<file path="config.mk">
export PLATFORM = sky130hd
export DESIGN_NAME = stp_word_ctrl
export DESIGN_NICKNAME = d
export VERILOG_FILES = /design/src/rtl/fft_stp_pkg.sv /design/src/rtl/flex_stp_sr.sv /design/src/rtl/stp_word_ctrl.sv
export SDC_FILE = /design/constraint.sdc
export NUM_CORES = 1
export LEC_CHECK = 0
export BUFFER_PORTS_ARGS = -buffer_cell sky130_fd_sc_hd__clkbuf_2
export CAP_MARGIN = 40
export CELL_PAD_IN_SITES_DETAIL_PLACEMENT = 0
export CELL_PAD_IN_SITES_GLOBAL_PLACEMENT = 1
export CORE_MARGIN = 10
export CORE_UTILIZATION = 45
export DETAILED_ROUTE_END_ITERATION = 6
export PLACE_DENSITY = 0.78
export SYNTH_ARGS = -nofsm -noshare
export SYNTH_HDL_FRONTEND = slang
export SYNTH_SLANG_ARGS = --single-unit
</file>
<file path="constraint.sdc">
create_clock -name clk -period 1.55 [get_ports clk]
set_input_delay 0.0775 -clock clk [delete_from_list [all_inputs] [get_ports clk]]
set_output_delay 0.0775 -clock clk [all_outputs]
set_load 0.01 [all_outputs]
</file>
<file path="src/rtl/fft_stp_pkg.sv">
// Shared types for the FFT input-path serial-to-parallel controller.
// Holds the controller state encoding and the bit counter width helper.
package fft_stp_pkg;

  typedef enum logic [1:0] {
    SHIFT = 2'd0,
    LOAD  = 2'd1,
    STALL = 2'd2
  } stp_state_t;

  // The counter must hold 0..NUM_BITS-1; the extra headroom keeps it simple.
  function automatic int bit_cnt_width(input int num_bits);
    return $clog2(num_bits + 1);
  endfunction

endpackage

</file>
<file path="src/rtl/flex_stp_sr.sv">
// Flexible serial-to-parallel shift register with selectable shift direction.
// Contents reset to all ones on the active-low asynchronous reset.
module flex_stp_sr #(
  parameter int NUM_BITS  = 4,
  parameter bit SHIFT_MSB = 1'b1
) (
  input  logic                clk,
  input  logic                n_rst,
  input  logic                shift_enable,
  input  logic                serial_in,
  output logic [NUM_BITS-1:0] parallel_out
);

  // MSB mode shifts toward the MSB so the first bit received ends up on top.
  always_ff @(posedge clk or negedge n_rst) begin
    if (!n_rst) begin
      parallel_out <= '1;
    end else if (shift_enable) begin
      if (SHIFT_MSB) begin
        parallel_out <= {parallel_out[NUM_BITS-2:0], serial_in};
      end else begin
        parallel_out <= {serial_in, parallel_out[NUM_BITS-1:1]};
      end
    end
  end

endmodule

</file>
<file path="src/rtl/stp_word_ctrl.sv">
// Sequences a flex_stp_sr into whole words and hands them to a one-entry
// valid/ready output register, with frame resync and a completed-word counter.
module stp_word_ctrl
  import fft_stp_pkg::*;
#(
  parameter int NUM_BITS  = 16,
  parameter bit SHIFT_MSB = 1'b1,
  parameter int CNT_W     = 16
) (
  input  logic                clk,
  input  logic                rst,
  input  logic                bit_in,
  input  logic                bit_valid,
  output logic                bit_ready,
  input  logic                frame_sync,
  output logic [NUM_BITS-1:0] word_out,
  output logic                word_valid,
  input  logic                word_ready,
  output logic [CNT_W-1:0]    word_count
);

  localparam int BCNT_W = bit_cnt_width(NUM_BITS);
  localparam logic [BCNT_W-1:0] LAST_BIT = BCNT_W'(NUM_BITS - 1);

  stp_state_t          state;
  stp_state_t          next_state;
  logic [BCNT_W-1:0]   bit_cnt;
  logic [BCNT_W-1:0]   next_bit_cnt;
  logic [NUM_BITS-1:0] parallel_out;
  logic                accept;
  logic                out_free;
  logic                capture;

  assign accept   = bit_valid && bit_ready;
  assign out_free = !word_valid || word_ready;
  assign capture  = (state != SHIFT) && out_free;

  flex_stp_sr #(
    .NUM_BITS  (NUM_BITS),
    .SHIFT_MSB (SHIFT_MSB)
  ) u_sr (
    .clk          (clk),
    .n_rst        (~rst),
    .shift_enable (accept),
    .serial_in    (bit_in),
    .parallel_out (parallel_out)
  );

  always_comb begin
    next_state   = state;
    next_bit_cnt = bit_cnt;
    bit_ready    = 1'b0;
    case (state)
      SHIFT: begin
        bit_ready = 1'b1;
        // A resync wins over word completion; an accepted bit becomes bit 0.
        if (frame_sync) begin
          next_bit_cnt = accept ? BCNT_W'(1) : '0;
        end else if (accept) begin
          if (bit_cnt == LAST_BIT) begin
            next_bit_cnt = '0;
            next_state   = LOAD;
          end else begin
            next_bit_cnt = bit_cnt + BCNT_W'(1);
          end
        end
      end
      LOAD:    next_state = capture ? SHIFT : STALL;
      STALL:   next_state = capture ? SHIFT : STALL;
      default: next_state = SHIFT;
    endcase
  end

  always_ff @(posedge clk or posedge rst) begin
    if (rst) begin
      state   <= SHIFT;
      bit_cnt <= '0;
    end else begin
      state   <= next_state;
      bit_cnt <= next_bit_cnt;
    end
  end

  // Output register: a capture refreshes the entry even while it is being consumed.
  always_ff @(posedge clk or posedge rst) begin
    if (rst) begin
      word_out   <= '0;
      word_valid <= 1'b0;
      word_count <= '0;
    end else if (capture) begin
      word_out   <= parallel_out;
      word_valid <= 1'b1;
      word_count <= word_count + CNT_W'(1);
    end else if (word_ready) begin
      word_valid <= 1'b0;
    end
  end

endmodule

</file>
**After elaboration in Yosys (flattened, before gate mapping)**

Index checks and enable logic that the tools add are counted.

- Add/sub/neg operators: 2
- Eq/ne operators: 6
- Mux-type cells: 12
- Reduce and logical (&&, ||, !) cells: 11

Operators with widths:

| cell | count |
|---|---|
| $add A16 B1 Y16 const B | 1 |
| $mux W5 | 3 |
| $mux W2 | 4 |
| $ne A2 B2 Y1 const B | 3 |
| $reduce_bool A2 Y1 | 3 |
| $add A5 B1 Y5 const B | 1 |
| $eq A5 B4 Y1 const B | 1 |
| $mux W1 | 4 |
| $pmux W2 S2 | 1 |
| $reduce_and A3 Y1 | 1 |
| $eq A2 B1 Y1 const B | 1 |
| $eq A2 B2 Y1 const B | 1 |
| $logic_and A1 B1 Y1 | 2 |
| $logic_not A2 Y1 | 1 |
| $reduce_and A2 Y1 | 1 |
| $reduce_or A2 Y1 | 1 |
| $logic_not A1 Y1 | 1 |
| $logic_or A1 B1 Y1 | 1 |

- Flip-flop bits (word level): 56
- Input bits: 6
- Output and inout port bits: 34
- Logic and storage cells: 37

**Longest topological paths before layout**

Gate-level depths: netlist (run 1).

- Word-level depth: 6
- Depth in mapped cells: 6

**Modules after synthesis**

From an unflattened synthesis (run 1), not the netlist that was laid out.

- Cells, all modules: 171
- Area total of the unflattened synthesis: 2427.3 sq um

Modules (own cells, without submodules):

| module | instances | cells an instance | area each (sq um) | sequential area each (sq um) |
|---|---|---|---|---|
| stp_word_ctrl | 1 | 137 | 1757.9 | 1001.0 |
| flex_stp_sr | 1 | 34 | 669.4 | 420.4 |

**Worst setup path after synthesis (run 1)**

OpenSTA, ideal clock, no wires.

- Kind: register to register
- Start point: register state[0]
- End point: register word_count[10]
- Data arrival time: 1368 ps
- Slack: 56 ps
- Cell stages (with the launch flop): 7
- Buffers on the path: 1
- Period minus slack after synthesis: 1494 ps
- Path through: dfrtp_1 -> inv_1 -> ha_1 -> buf_4 -> nor3_4 -> nand4_1 -> xnor2_1

- Longest elaborated chain between the ends: 2

Ends and longest elaborated chain:

| what | RTL line | RTL |
|---|---|---|
| start: declaration | stp_word_ctrl.sv:25 | `stp_state_t state;` |
| start signal: assignment | stp_word_ctrl.sv:79 | `state <= next_state;` |
| $reduce_bool A2 Y1 | stp_word_ctrl.sv:36 | `assign capture = (state != SHIFT) && out_free;` |
| $logic_and A1 B1 Y1 | stp_word_ctrl.sv:36 |  |
| end signal: assignment | stp_word_ctrl.sv:93 | `word_count <= word_count + CNT_W'(1);` |
| end: declaration | stp_word_ctrl.sv:19 | `output logic [CNT_W-1:0] word_count` |

No other way between the ends.
A chain may end at the register's enable or synchronous reset.

**Final worst setup path (run 1)**

- Start point: register bit_cnt[0]
- End point: register state[1]

- Longest elaborated chain between the ends: 3

Ends and longest elaborated chain:

| what | RTL line | RTL |
|---|---|---|
| start: declaration | stp_word_ctrl.sv:27 | `logic [BCNT_W-1:0] bit_cnt;` |
| start signal: assignment | stp_word_ctrl.sv:80 | `bit_cnt <= next_bit_cnt;` |
| $eq A5 B4 Y1 | stp_word_ctrl.sv:60 | `if (bit_cnt == LAST_BIT) begin` |
| $ne A2 B2 Y1 (no line) | n/a |  |
| $reduce_and A3 Y1 (no line) | n/a |  |

No other way between the ends.

==> summary.txt, run 1 <==
Route
  • Routed WL: 4.54 mm
  • Initial DRC count: 46
  • DR vias: 1458
  • Via density per instance: 5.01
  • DR WL/cell: 15.6 um
  • Post-detailed-route count of antenna-violating nets: 0
  • Post-route DRC: 0
  • Router iterations before antenna repair: 4

Pwr
  • Worst vdd ir: 623 uV
  • Leakage: 1.32 nW
  • Power Density: 1020 nW/um^2

STA
  • Fmax achieved: 669 MHz
  • Final slew viol count: 0
  • Final Hold Violating Endpoints: 0
  • Fin crit share: 96.4%
  • Final Setup Violations: 0
  • Worst setup margin: 0.0557 ns
  • Tightest Pin Transition: 0.477 ns
  • Worst Clk Skew: 0.00835 ns
  • Slew margin rel.: 68.2%
  • Setup tns final: 0 ns
  • RSZ-0062 raised after global routing: yes
  • Fin crit period: 1.49 ns

Critical path
  • Critical Path Sink: state[1]
  • Worst Path Arrival: 1.73 ns
  • Required time of the worst setup path: 1.78 ns
  • Setup crit end kind: flip-flop
  • CP peak stage delay: 0.40 ns
  • Worst R2R Path Depth: 5
  • Worst Setup SP: bit_cnt[0]
  • Top fanout value on the critical path: 4
  • Slowest CP cell: dfrtp_1
  • R2R setup slack: 0.06 ns
  • Startpoint class of the critical path: flip-flop
  • RR Startpoint: bit_cnt[0]
  • Crit-path cells: ha_1 > nand2_1 > nor4_1 > nand2b_1 > mux2i_1
  • CP Class: reg2reg
  • R2r endpoint: state[1]

Place
  • Number of port buffers: 39
  • Gpl congestion: 0.814
  • Area after DPL: 2680 um^2
  • Placement Setup Slack: 0.0322 ns
  • Placed insts: 277
  • Dpl hpwl: 3.25 mm

Floorplanning
  • Initial Util: 46.2%
  • Row Count: 26
  • Core Area: 5070 um^2
  • Die Width: 92.1 um
  • Num ports: 40
  • Die area: 8490 um^2
  • DIE HEIGHT: 92.1 um

Clocking
  • CTS tree: yes
  • Clock Root Buffer: clkbuf_8
  • H-tree levels: 2
  • Clock Path Buffers: 2
  • CTS Sinks: 56
  • Clock transition at the registers of the reported paths: 0.10 ns
  • Total CTS buffers: 5
  • Clk Latency, worst-skew pair: 0.30 ns

Logic synthesis
  • Post-Syn Instances: 167
  • YS warnings: 0
  • Mapped Area: 2340 um^2
  • Sequential cell area fraction in the yosys report: 60.7%
  • Post-Syn Nets: 177
  • #FFs+latches synth: 56
  • Synth cell types: 32
  • Average cell area after synthesis: 14.0 um^2

Finish
  • Layout area overhead: 22.1%
  • Area of the multi-input gates: 913 um^2
  • Reg area: 1420 um^2
  • Diode count: 0
  • Layout cells sized above 1: 54.3%
  • Fin util: 56.3%
  • Fillers: 450
  • Post-route cell area: 2860 um^2
  • Total Nets Final: 230
  • Commonest cells after routing, fill and taps aside: dfrtp_1 (39), clkbuf_2 (39), mux2_2 (33)
  • Final std cells w/o fill: 291

Status
  • Run status: finished, final reports clean

Global route
  • First-pass GRT wire length: 7.69 mm
  • Largest net degree at the start of global routing: 36
  • Vias in the first global route: 1676
  • Initial antenna violation count: 0
  • Total track usage: 10.8%
  • Congestion Overflow GR: 0

Run
  • Max cap viols: 0

Min path
  • Hold path cells: 3
  • Worst Hold Class: in2reg
## state kept, by name, summed over array words and instances, names as in the netlist
register	flops
word_out	16
word_valid	1
word_count	16
u_sr.parallel_out	16
bit_cnt	5
state	2
## cells in the mapped netlist, drive strengths merged
cell type	instances	area, um^2
xnor2	13	114
and4	2	22.5
nand3	6	30.0
xor2	2	17.5
nor3	2	32.5
and3	1	6.26
inv	4	15.0
nand4	6	37.5
nand4b	1	8.76
a22o	1	8.76
nor2b	1	13.8
ha	4	50.1
clkbuf	1	3.75
nand2b	2	12.5
a21boi	1	7.51
mux2i	1	10.0
dfstp	16	420
dfrtp	40	1000
o21ai	5	25.0
and2	2	12.5
or3b	1	8.76
a32o	1	10.0
nor2	4	15.0
buf	4	22.5
nor4	2	12.5
mux2	33	372
nand2	8	32.5
a21o	1	7.51
o21a	1	7.51
a21oi	1	5.00
## worst max-delay path, delay by kind of cell (launching register included)
family | cells | cell delay, ns
adders and majority gates | 1 | 0.21
muxes | 1 | 0.19
DFF | 1 | 0.40
and+or+nand+nor | 3 | 0.63
## per-stage QoR
step / hold slack (ns) / power (mW)
global placement: 0.0928 / 2.11
finish: 0.0961 / 2.92
CTS: 0.0942 / 2.95
floorplan: 0.229 / 2.04
detailed placement: 0.114 / 2.15
global route: 0.102 / 3.07
## repair_timing
action,CTS,global route
endpoints found under the hold margin,16,0
gates resized for setup,0,7
setup endpoints to repair,0,11
setup buffers,0,4
hold buffers,2,0
## routing by layer
| layer | track usage (%) | part of all wire [%] | up-vias |
|---|---|---|---|
| met3 | 4.48 | 6.1 | 2 |
| met5 | 0 | 0 | - |
| li1 | - | - | 691 |
| met4 | 3.60 | 0.44 | 0 |
| met2 | 18.8 | 52 | 29 |
| met1 | 11.7 | 42 | 736 |
## power by group
| part | internal [mW] | switching, mW | total, mW |
|---|---|---|---|
| Combinational | 0.155 | 0.103 | 0.258 |
| Clock | 0.321 | 0.485 | 0.806 |
| Sequential | 1.74 | 0.115 | 1.86 |
| Total | 2.22 | 0.702 | 2.92 |
## cells by family (layout without fill, tap and decap cells)
kind of cell	Yosys count	count (layout)	synth area share [%]
xor+xnor	15	15	5.61
fa+ha+maj	4	4	2.14
buf+inv	9	63	1.76
simple gates	38	38	10.5
compound gates	11	11	3.04
flops	56	56	60.7
mux	34	34	16.3
## how the worst min path moves through the flow
stage / startpoint / slack, ns / end
2_1_floorplan: bit_in / 0.23 / u_sr.parallel_out[0]
3_3_place_gp: rst / 0.09 / word_out[0]
3_5_place_dp: rst / 0.11 / word_out[0]
4_1_cts: word_ready / 0.09 / word_valid
5_1_grt: word_ready / 0.10 / word_valid
6_report: word_ready / 0.1 / word_valid
## layout make-up
cell class / instances / share of cell area, %
clock inverter: 3 / 0.832
sequential: 56 / 49.8
timing repair buffer: 51 / 11.5
inverter: 4 / 0.525
clock buffer: 5 / 2.41
tap: 70 / 3.06
multi-input combinational: 102 / 31.9
No activity file was read; power rests on OpenSTA's default activity.
==> run 2: changes to the inputs <==
--- a/config.mk
+++ b/config.mk
@@ -12,7 +12,7 @@
 export CORE_MARGIN = 10
 export CORE_UTILIZATION = 45
 export DETAILED_ROUTE_END_ITERATION = 6
-export PLACE_DENSITY = 0.78
+export PLACE_DENSITY_LB_ADDON = 0.1
 export SYNTH_ARGS = -nofsm -noshare
 export SYNTH_HDL_FRONTEND = slang
 export SYNTH_SLANG_ARGS = --single-unit
==> run 2 against run 1 <==
  * Die area is the same
  * Highest routed layer unchanged
  * Non-clock buffer count shrank 4
  * First-iteration DRC count grew 2.2%
==> summary.txt, run 2 (same netlist as run 1, synthesis figures left out) <==
Floorplanning
  • DIE HEIGHT: 92.1 um (unchanged)
  • Num ports: 40 (unchanged)
  • Initial Util: 46.2% (unchanged)
  • Core Area: 5070 um^2 (unchanged)
  • Row Count: 26 (unchanged)
  • Die Width: 92.1 um (unchanged)
  • Die area: 8490 um^2 (unchanged)

Finish
  • Biggest regs: u_sr.parallel_out: 16 flops, word_count: 16 flops, word_out: 16 flops
  • Most common cell after layout, fill and taps aside: dfrtp_1
  • Area of the multi-input gates: 897 um^2 (-1.8%)
  • Reg area: 1420 um^2 (about the same)
  • Total Nets Final: 226 (-1.7%)
  • Layout cells sized above 1: 52.1% (-2.2 points)
  • Diode count: 0 (unchanged)
  • Commonest cells after routing, fill and taps aside: dfrtp_1 (40), clkbuf_2 (39), mux2_2 (33)
  • Fillers: 438 (-2.7%)
  • Layout area overhead: 21.1%

Critical path
  • Slowest CP cell: dfrtp_1
  • Required time of the worst setup path: 1.74 ns (-0.04 ns)
  • R2R setup slack: 0.09 ns (+0.04 ns)
  • Startpoint class of the critical path: flip-flop
  • Setup crit end kind: flip-flop
  • RR Startpoint: state[0]
  • CP Class: reg2reg
  • R2r endpoint: word_count[10]
  • Worst Path Arrival: 1.65 ns (-0.08 ns)
  • Crit-path cells: inv_1 > ha_2 > buf_12 > nor3_4 > nand4_1 > xnor2_1
  • Worst R2R Path Depth: 6 (+1)
  • CP peak stage delay: 0.36 ns (-0.04 ns)
  • Top fanout value on the critical path: 12 (+8)

Route
  • Initial DRC count: 47 (+2.2%)
  • Routed WL: 4.33 mm (-4.6%)
  • Via density per instance: 5.02 (+0.14%)
  • Post-route DRC: 0 (unchanged)
  • Router iterations before antenna repair: 4 (unchanged)
  • DR WL/cell: 15.1 um (-3.3%)
  • DR vias: 1440 (-1.2%)
  • Post-detailed-route count of antenna-violating nets: 0 (unchanged)

Pwr
  • Sequential Power Share: 61.2% (-2.4 points)
  • Int Power: 2.37 mW (+7.1%)
  • Tot Pwr: 3.03 mW (+3.8%)
  • Leakage: 1.32 nW (about the same)
  • Clock power share: 30.5% (+2.9 points)
  • Worst vdd ir: 672 uV (+7.8%)
  • Power Density: 1070 nW/um^2 (+4.6%)
  • Comb power frac: 8.3% (-0.5 points)
  • Sw power: 0.656 mW (-6.6%)
  • Net Sw Frac: 21.6% (-2.4 points)

STA
  • Worst Clk Skew: 0.00615 ns (-0.00220 ns)
  • Fin crit share: 94.1% (-2.3 points)
  • Tightest Pin Transition: 0.456 ns (-0.0202 ns)
  • Final slew viol count: 0 (unchanged)
  • Final Setup Violations: 0 (unchanged)
  • RSZ-0062 raised after global routing: no
  • Final Hold Violating Endpoints: 0 (unchanged)
  • Fmax achieved: 686 MHz (+2.5%)
  • Worst setup margin: 0.0920 ns (+0.0364 ns)
  • Setup tns final: 0 ns (unchanged)
  • Fin crit period: 1.46 ns (-0.0364 ns)
  • Slew margin rel.: 69.5% (+1.3 points)

Clocking
  • Clock Path Buffers: 2 (unchanged)
  • Clock transition at the registers of the reported paths: 0.09 ns (about the same)
  • CTS Sinks: 56 (unchanged)
  • H-tree levels: 2 (unchanged)
  • Clock Root Buffer: clkbuf_8
  • Total CTS buffers: 5 (unchanged)
  • CTS tree: yes
  • Clk Latency, worst-skew pair: 0.30 ns (about the same)

Global route
  • First-pass GRT wire length: 7.42 mm (-3.6%)
  • Vias in the first global route: 1474 (-12%)
  • Initial antenna violation count: 0 (unchanged)
  • Largest net degree at the start of global routing: 37 (+2.8%)
  • Congestion Overflow GR: 0 (unchanged)
  • Total track usage: 10.6% (-0.27 points)

Place
  • Placement Setup Slack: 0.00392 ns (-0.0283 ns)
  • Dpl hpwl: 3.19 mm (-1.8%)
  • Number of port buffers: 39 (unchanged)
  • Gpl congestion: 0.754 (-7.4%)

Status
  • Run status: finished, final reports clean

Run
  • Max cap viols: 0 (unchanged)

Min path
  • Worst Hold Class: in2reg
  • Hold path cells: 2 (-1)
  • Worst Hold Endpoint: u_sr.parallel_out[0]
  • HP Start: bit_in
run 2: changes by cell type in the layout (fill, tap and decap cells not counted), moves of 2 or more:
| cell | delta |
|---|---|
| nand3_2 | -2 |
| clkinvlp_4 | -2 |
| nand3_1 | +2 |
| buf_4 | -4 |
run 2: timing repair:
item | CTS | global route
endpoints found under the hold margin | 20 | 0
pin swaps | 1 | 3
gates resized for setup | 0 | 3
endpoints found under the setup margin | 1 | 34
setup buffers | 0 | 1
hold buffers | 1 | 0
run 2: cell type report:
cell class | instances | area share, %
flip-flops and latches | 56 | 50.1
repair buffers | 47 | 10.9
inverters | 4 | 0.529
well taps | 70 | 3.09
multi-input cells | 102 | 31.6
clock buffers | 6 | 2.56
clock inverters | 2 | 1.24
run 2: through the flow:
step | cells | utilization (%) | cell area, um^2 | hold slack, ns
detailed placement | 277 | 53.1 | 2700 | 0.105
finish | 287 | 55.9 | 2840 | 0.0134
CTS | 286 | 55.4 | 2810 | 0.00407
global placement | 277 | 53.1 | 2700 | 0.0921
floorplan | 167 | - | 2340 | 0.229
global route | 287 | 55.9 | 2840 | 0.00153
run 2: critical path: cells and delay by family, from the launching register on:
kind	cells	cell delay [ns]
AND/OR/NAND/NOR	2	0.43
XOR/XNOR	1	0.14
buffers and inverters	2	0.20
flip-flops	1	0.36
adder cells (fa/ha/maj)	1	0.21
run 2: power groups by stage:
stage          Clock, mW  Combinational [mW]  Sequential [mW]
6_report           0.925               0.251             1.85
5_1_grt             1.02               0.282             1.88
4_1_cts            0.958               0.260             1.86
3_5_place_dp           0               0.255             1.89
3_3_place_gp           0               0.243             1.87
2_1_floorplan          0               0.204             1.84
run 2: worst max-delay path by stage:
stage                        start              to  slack [ns]  cells after the start
after floorplan           state[0]  word_count[10]        0.06                      6
after global placement    state[0]   word_count[7]        0.09                      6
after detailed placement  state[0]  word_count[10]       0.004                      6
after CTS                 state[0]   word_count[7]       0.007                      6
after global routing      state[1]   word_count[7]       0.007                      6
final                     state[0]  word_count[10]        0.09                      6
run 2: per-layer routing:
metal  vias to the layer above  wire length, um  part of all wire (%)  global-route usage [%]
met5                         -                0                     0                       0
met4                         0               53                   1.2                    3.47
li1                        682                -                     -                       -
met1                       728             1920                    44                    13.7
met3                         6              157                   3.6                    3.10
met2                        24             2200                    51                    16.5
==> run 3: changes to the inputs <==
--- a/config.mk
+++ b/config.mk
@@ -13,6 +13,8 @@
 export CORE_UTILIZATION = 45
 export DETAILED_ROUTE_END_ITERATION = 6
 export PLACE_DENSITY_LB_ADDON = 0.1
+export SKIP_LAST_GASP = 1
 export SYNTH_ARGS = -nofsm -noshare
 export SYNTH_HDL_FRONTEND = slang
+export SYNTH_HIERARCHICAL = 1
 export SYNTH_SLANG_ARGS = --single-unit
==> run 3 against run 2 <==
  * First-iteration DRC count up 6.4%
  * Non-clock buffer count rose by 5
  * Clock power up 3.7%
  * Area after synthesis rose by 3.6%
  * Hold slack gained 0.11 ns
  * Die area is 2.8% higher
  * Register-to-register slack lost 0.03 ns
  * Global-route usage down 0.10 points
  * Combinational power increased by 29%
  * Sequential power barely moved
  * Final cell count up 2.8%
  * Synthesized cell count increased by 2.4%
  * Highest routed layer unchanged
==> summary.txt, run 3 <==
Clocking
  • CTS tree: yes
  • Clock transition at the registers of the reported paths: 0.10 ns (about the same)
  • H-tree levels: 2 (unchanged)
  • Clock Path Buffers: 2 (unchanged)
  • Clock Root Buffer: clkbuf_8
  • Clk Latency, worst-skew pair: 0.30 ns (about the same)
  • Total CTS buffers: 5 (unchanged)
  • CTS Sinks: 56 (unchanged)

Logic synthesis
  • Most common cell in the synthesized netlist: dfrtp_1
  • Average cell area after synthesis: 14.2 um^2 (+1.2%)
  • Largest cells by area after synthesis: dfrtp_1 (41%), dfstp_2 (17%), mux2_2 (11%), mux2_4 (6.2%), xnor2_1 (4.7%)
  • YS warnings: 6 (+6)
  • Asr flop ratio synth: 100% (unchanged)
  • Ys flop type: dfrtp_1
  • Yosys top cell area share: 41.2% (-1.5 points)
  • Yosys top cell by area: dfrtp_1
  • Mapped Area: 2430 um^2 (+3.6%)
  • Synth cell types: 36 (+13%)
  • Post-synth EDFFs: 0 (unchanged)
  • Sequential cell area fraction in the yosys report: 58.6% (-2.1 points)
  • #FFs+latches synth: 56 (unchanged)
  • Post-Syn Nets: 181 (+2.3%)
  • Most instantiated cells after synthesis: dfrtp_1 (40), mux2_2 (23), dfstp_2 (16), xnor2_1 (13), mux2_4 (10)
  • Post-Syn Instances: 171 (+2.4%)

STA
  • Fin crit period: 1.49 ns (+0.0315 ns)
  • Final Setup Violations: 0 (unchanged)
  • Fmax achieved: 671 MHz (-2.1%)
  • RSZ-0062 raised after global routing: yes
  • Slew margin rel.: 74.7% (+5.2 points)
  • Fin crit share: 96.1% (+2.0 points)
  • Tightest Pin Transition: 0.378 ns (-0.0785 ns)
  • Fin Hold WS: 0.127 ns (+0.113 ns)
  • Worst Clk Skew: 0.00746 ns (+0.00131 ns)
  • Final slew viol count: 0 (unchanged)
  • Final Hold Violating Endpoints: 0 (unchanged)

Finish
  • Layout cells sized above 1: 52.9% (+0.82 points)
  • Final std cells w/o fill: 295 (+2.8%)
  • Most common cell after layout, fill and taps aside: clkbuf_2
  • Area of the multi-input gates: 950 um^2 (+5.9%)
  • Fillers: 436 (-0.46%)
  • Total Nets Final: 234 (+3.5%)
  • Post-route cell area: 2920 um^2 (+3.1%)
  • Diode count: 0 (unchanged)
  • Reg area: 1430 um^2 (+0.26%)
  • Commonest cells after routing, fill and taps aside: clkbuf_2 (39), dfrtp_1 (37), mux2_2 (23)
  • Layout area overhead: 20.5%
  • Biggest regs: u_sr/parallel_out: 16 flops, word_count: 16 flops, word_out: 16 flops

Global route
  • Largest net degree at the start of global routing: 57 (+54%)
  • Congestion Overflow GR: 0 (unchanged)
  • First-pass GRT wire length: 7.57 mm (+2.0%)
  • Initial antenna violation count: 0 (unchanged)
  • Total track usage: 10.5% (-0.10 points)
  • Vias in the first global route: 1581 (+7.3%)

Critical path
  • Setup crit end kind: flip-flop
  • Required time of the worst setup path: 1.74 ns (about the same)
  • Startpoint class of the critical path: flip-flop
  • Worst Path Arrival: 1.68 ns (+0.03 ns)
  • Top fanout value on the critical path: 12 (unchanged)
  • CP Class: reg2reg

Route
  • Initial DRC count: 50 (+6.4%)
  • Via density per instance: 5.02 (about the same)
  • Routed WL: 4.35 mm (+0.46%)
  • DR WL/cell: 14.7 um (-2.3%)
  • Post-route DRC: 0 (unchanged)
  • Router iterations before antenna repair: 4 (unchanged)
  • DR vias: 1481 (+2.8%)
  • Post-detailed-route count of antenna-violating nets: 0 (unchanged)

Status
  • Run status: finished, final reports clean

Run
  • Max cap viols: 0 (unchanged)

Floorplanning
  • Die Width: 93.4 um (+1.4%)
  • Die area: 8730 um^2 (+2.8%)
  • DIE HEIGHT: 93.4 um (+1.4%)
  • Row Count: 26 (unchanged)
  • Num ports: 40 (unchanged)
  • Core Area: 5170 um^2 (+1.9%)
  • Initial Util: 46.9% (+0.77 points)

Min path
  • Worst Hold Class: in2reg

Place
  • Dpl hpwl: 3.14 mm (-1.4%)
  • Number of port buffers: 39 (unchanged)
  • Area after DPL: 2750 um^2 (+2.1%)
  • Gpl congestion: 0.722 (-4.2%)
  • Placed insts: 283 (+2.2%)

Pwr
  • Power Density: 1080 nW/um^2 (+1.4%)
  • Leakage: 1.40 nW (+5.7%)
  • Worst vdd ir: 606 uV (-9.8%)
-- run 3: routing by layer --
| metal | track usage (%) | vias up | routed length (um) |
|---|---|---|---|
| li1 | - | 697 | - |
| met1 | 12.8 | 745 | 1910 |
| met2 | 16.8 | 32 | 2090 |
| met3 | 3.84 | 7 | 303 |
| met4 | 2.96 | 0 | 51 |
| met5 | 0 | - | 0 |
-- run 3: final timing paths --
path,startpoint,to,slack [ns],depth (start not counted)
worst min register to register,word_count[15],word_count[15],0.48,1
max in group asynchronous,rst,u_sr/parallel_out[6],0.91,4
worst min-delay path,word_ready,word_valid,0.13,3
min in group asynchronous,rst,bit_cnt[3],0.33,4
worst max-delay path,state[1],word_count[1],0.06,5
worst max register to register,state[1],word_count[1],0.06,5
-- run 3: worst max-delay path, cell delays in order (launching register included) --
cell	delay [ns]
dfrtp_1	0.36
inv_1	0.08
ha_4	0.21
nor2_2	0.16
buf_4	0.22
mux2_2	0.35
-- run 3: stage by stage --
| step | utilization (%) | worst slack (ns) | TNS (ns) | total power [mW] |
|---|---|---|---|---|
| 2_1_floorplan | - | 0.0120 | 0 | 2.13 |
| 3_3_place_gp | 53.2 | 0.0620 | 0 | 2.21 |
| 3_5_place_dp | 53.2 | -0.00550 | -0.0126 | 2.24 |
| 4_1_cts | 56.0 | 0.0124 | 0 | 3.21 |
| 5_1_grt | 56.5 | -0.0172 | -0.0565 | 3.33 |
| 6_report | 56.5 | 0.0606 | 0 | 3.17 |
-- run 3: power by group --
| group | internal [mW] | leakage, nW | total (mW) | switching [mW] |
|---|---|---|---|---|
| registers | 1.74 | 0.710 | 1.88 | 0.140 |
| clock network | 0.487 | 0.0583 | 0.959 | 0.471 |
| logic | 0.223 | 0.630 | 0.324 | 0.100 |
| total | 2.46 | 1.40 | 3.17 | 0.712 |
-- run 3: logic make-up after synthesis --
family / Yosys count / synth area share, %
DFF: 56 / 58.6
and+or+nand+nor: 39 / 10.9
muxes: 34 / 17.3
xor gates and xnor gates: 15 / 5.41
buffers and inverters: 12 / 3.20
AOI/OAI and AO/OA: 11 / 2.63
adders and majority gates: 4 / 2.06
-- run 3: repair_timing --
action                     CTS  global route
pin swaps                    0             3
hold buffers                 2             0
hold endpoints to repair    41             0
resized for setup            1             4
setup endpoints to repair    9            27
buffers inserted             0             2
-- run 3: layout make-up --
cell class | count | area share (%)
Tap cell | 70 | 3.00
Inverter | 6 | 0.770
Clock inverter | 3 | 1.63
Sequential cell | 56 | 48.7
Clock buffer | 5 | 2.35
Timing Repair Buffer | 52 | 11.0
Multi-Input combinational cell | 103 | 32.5
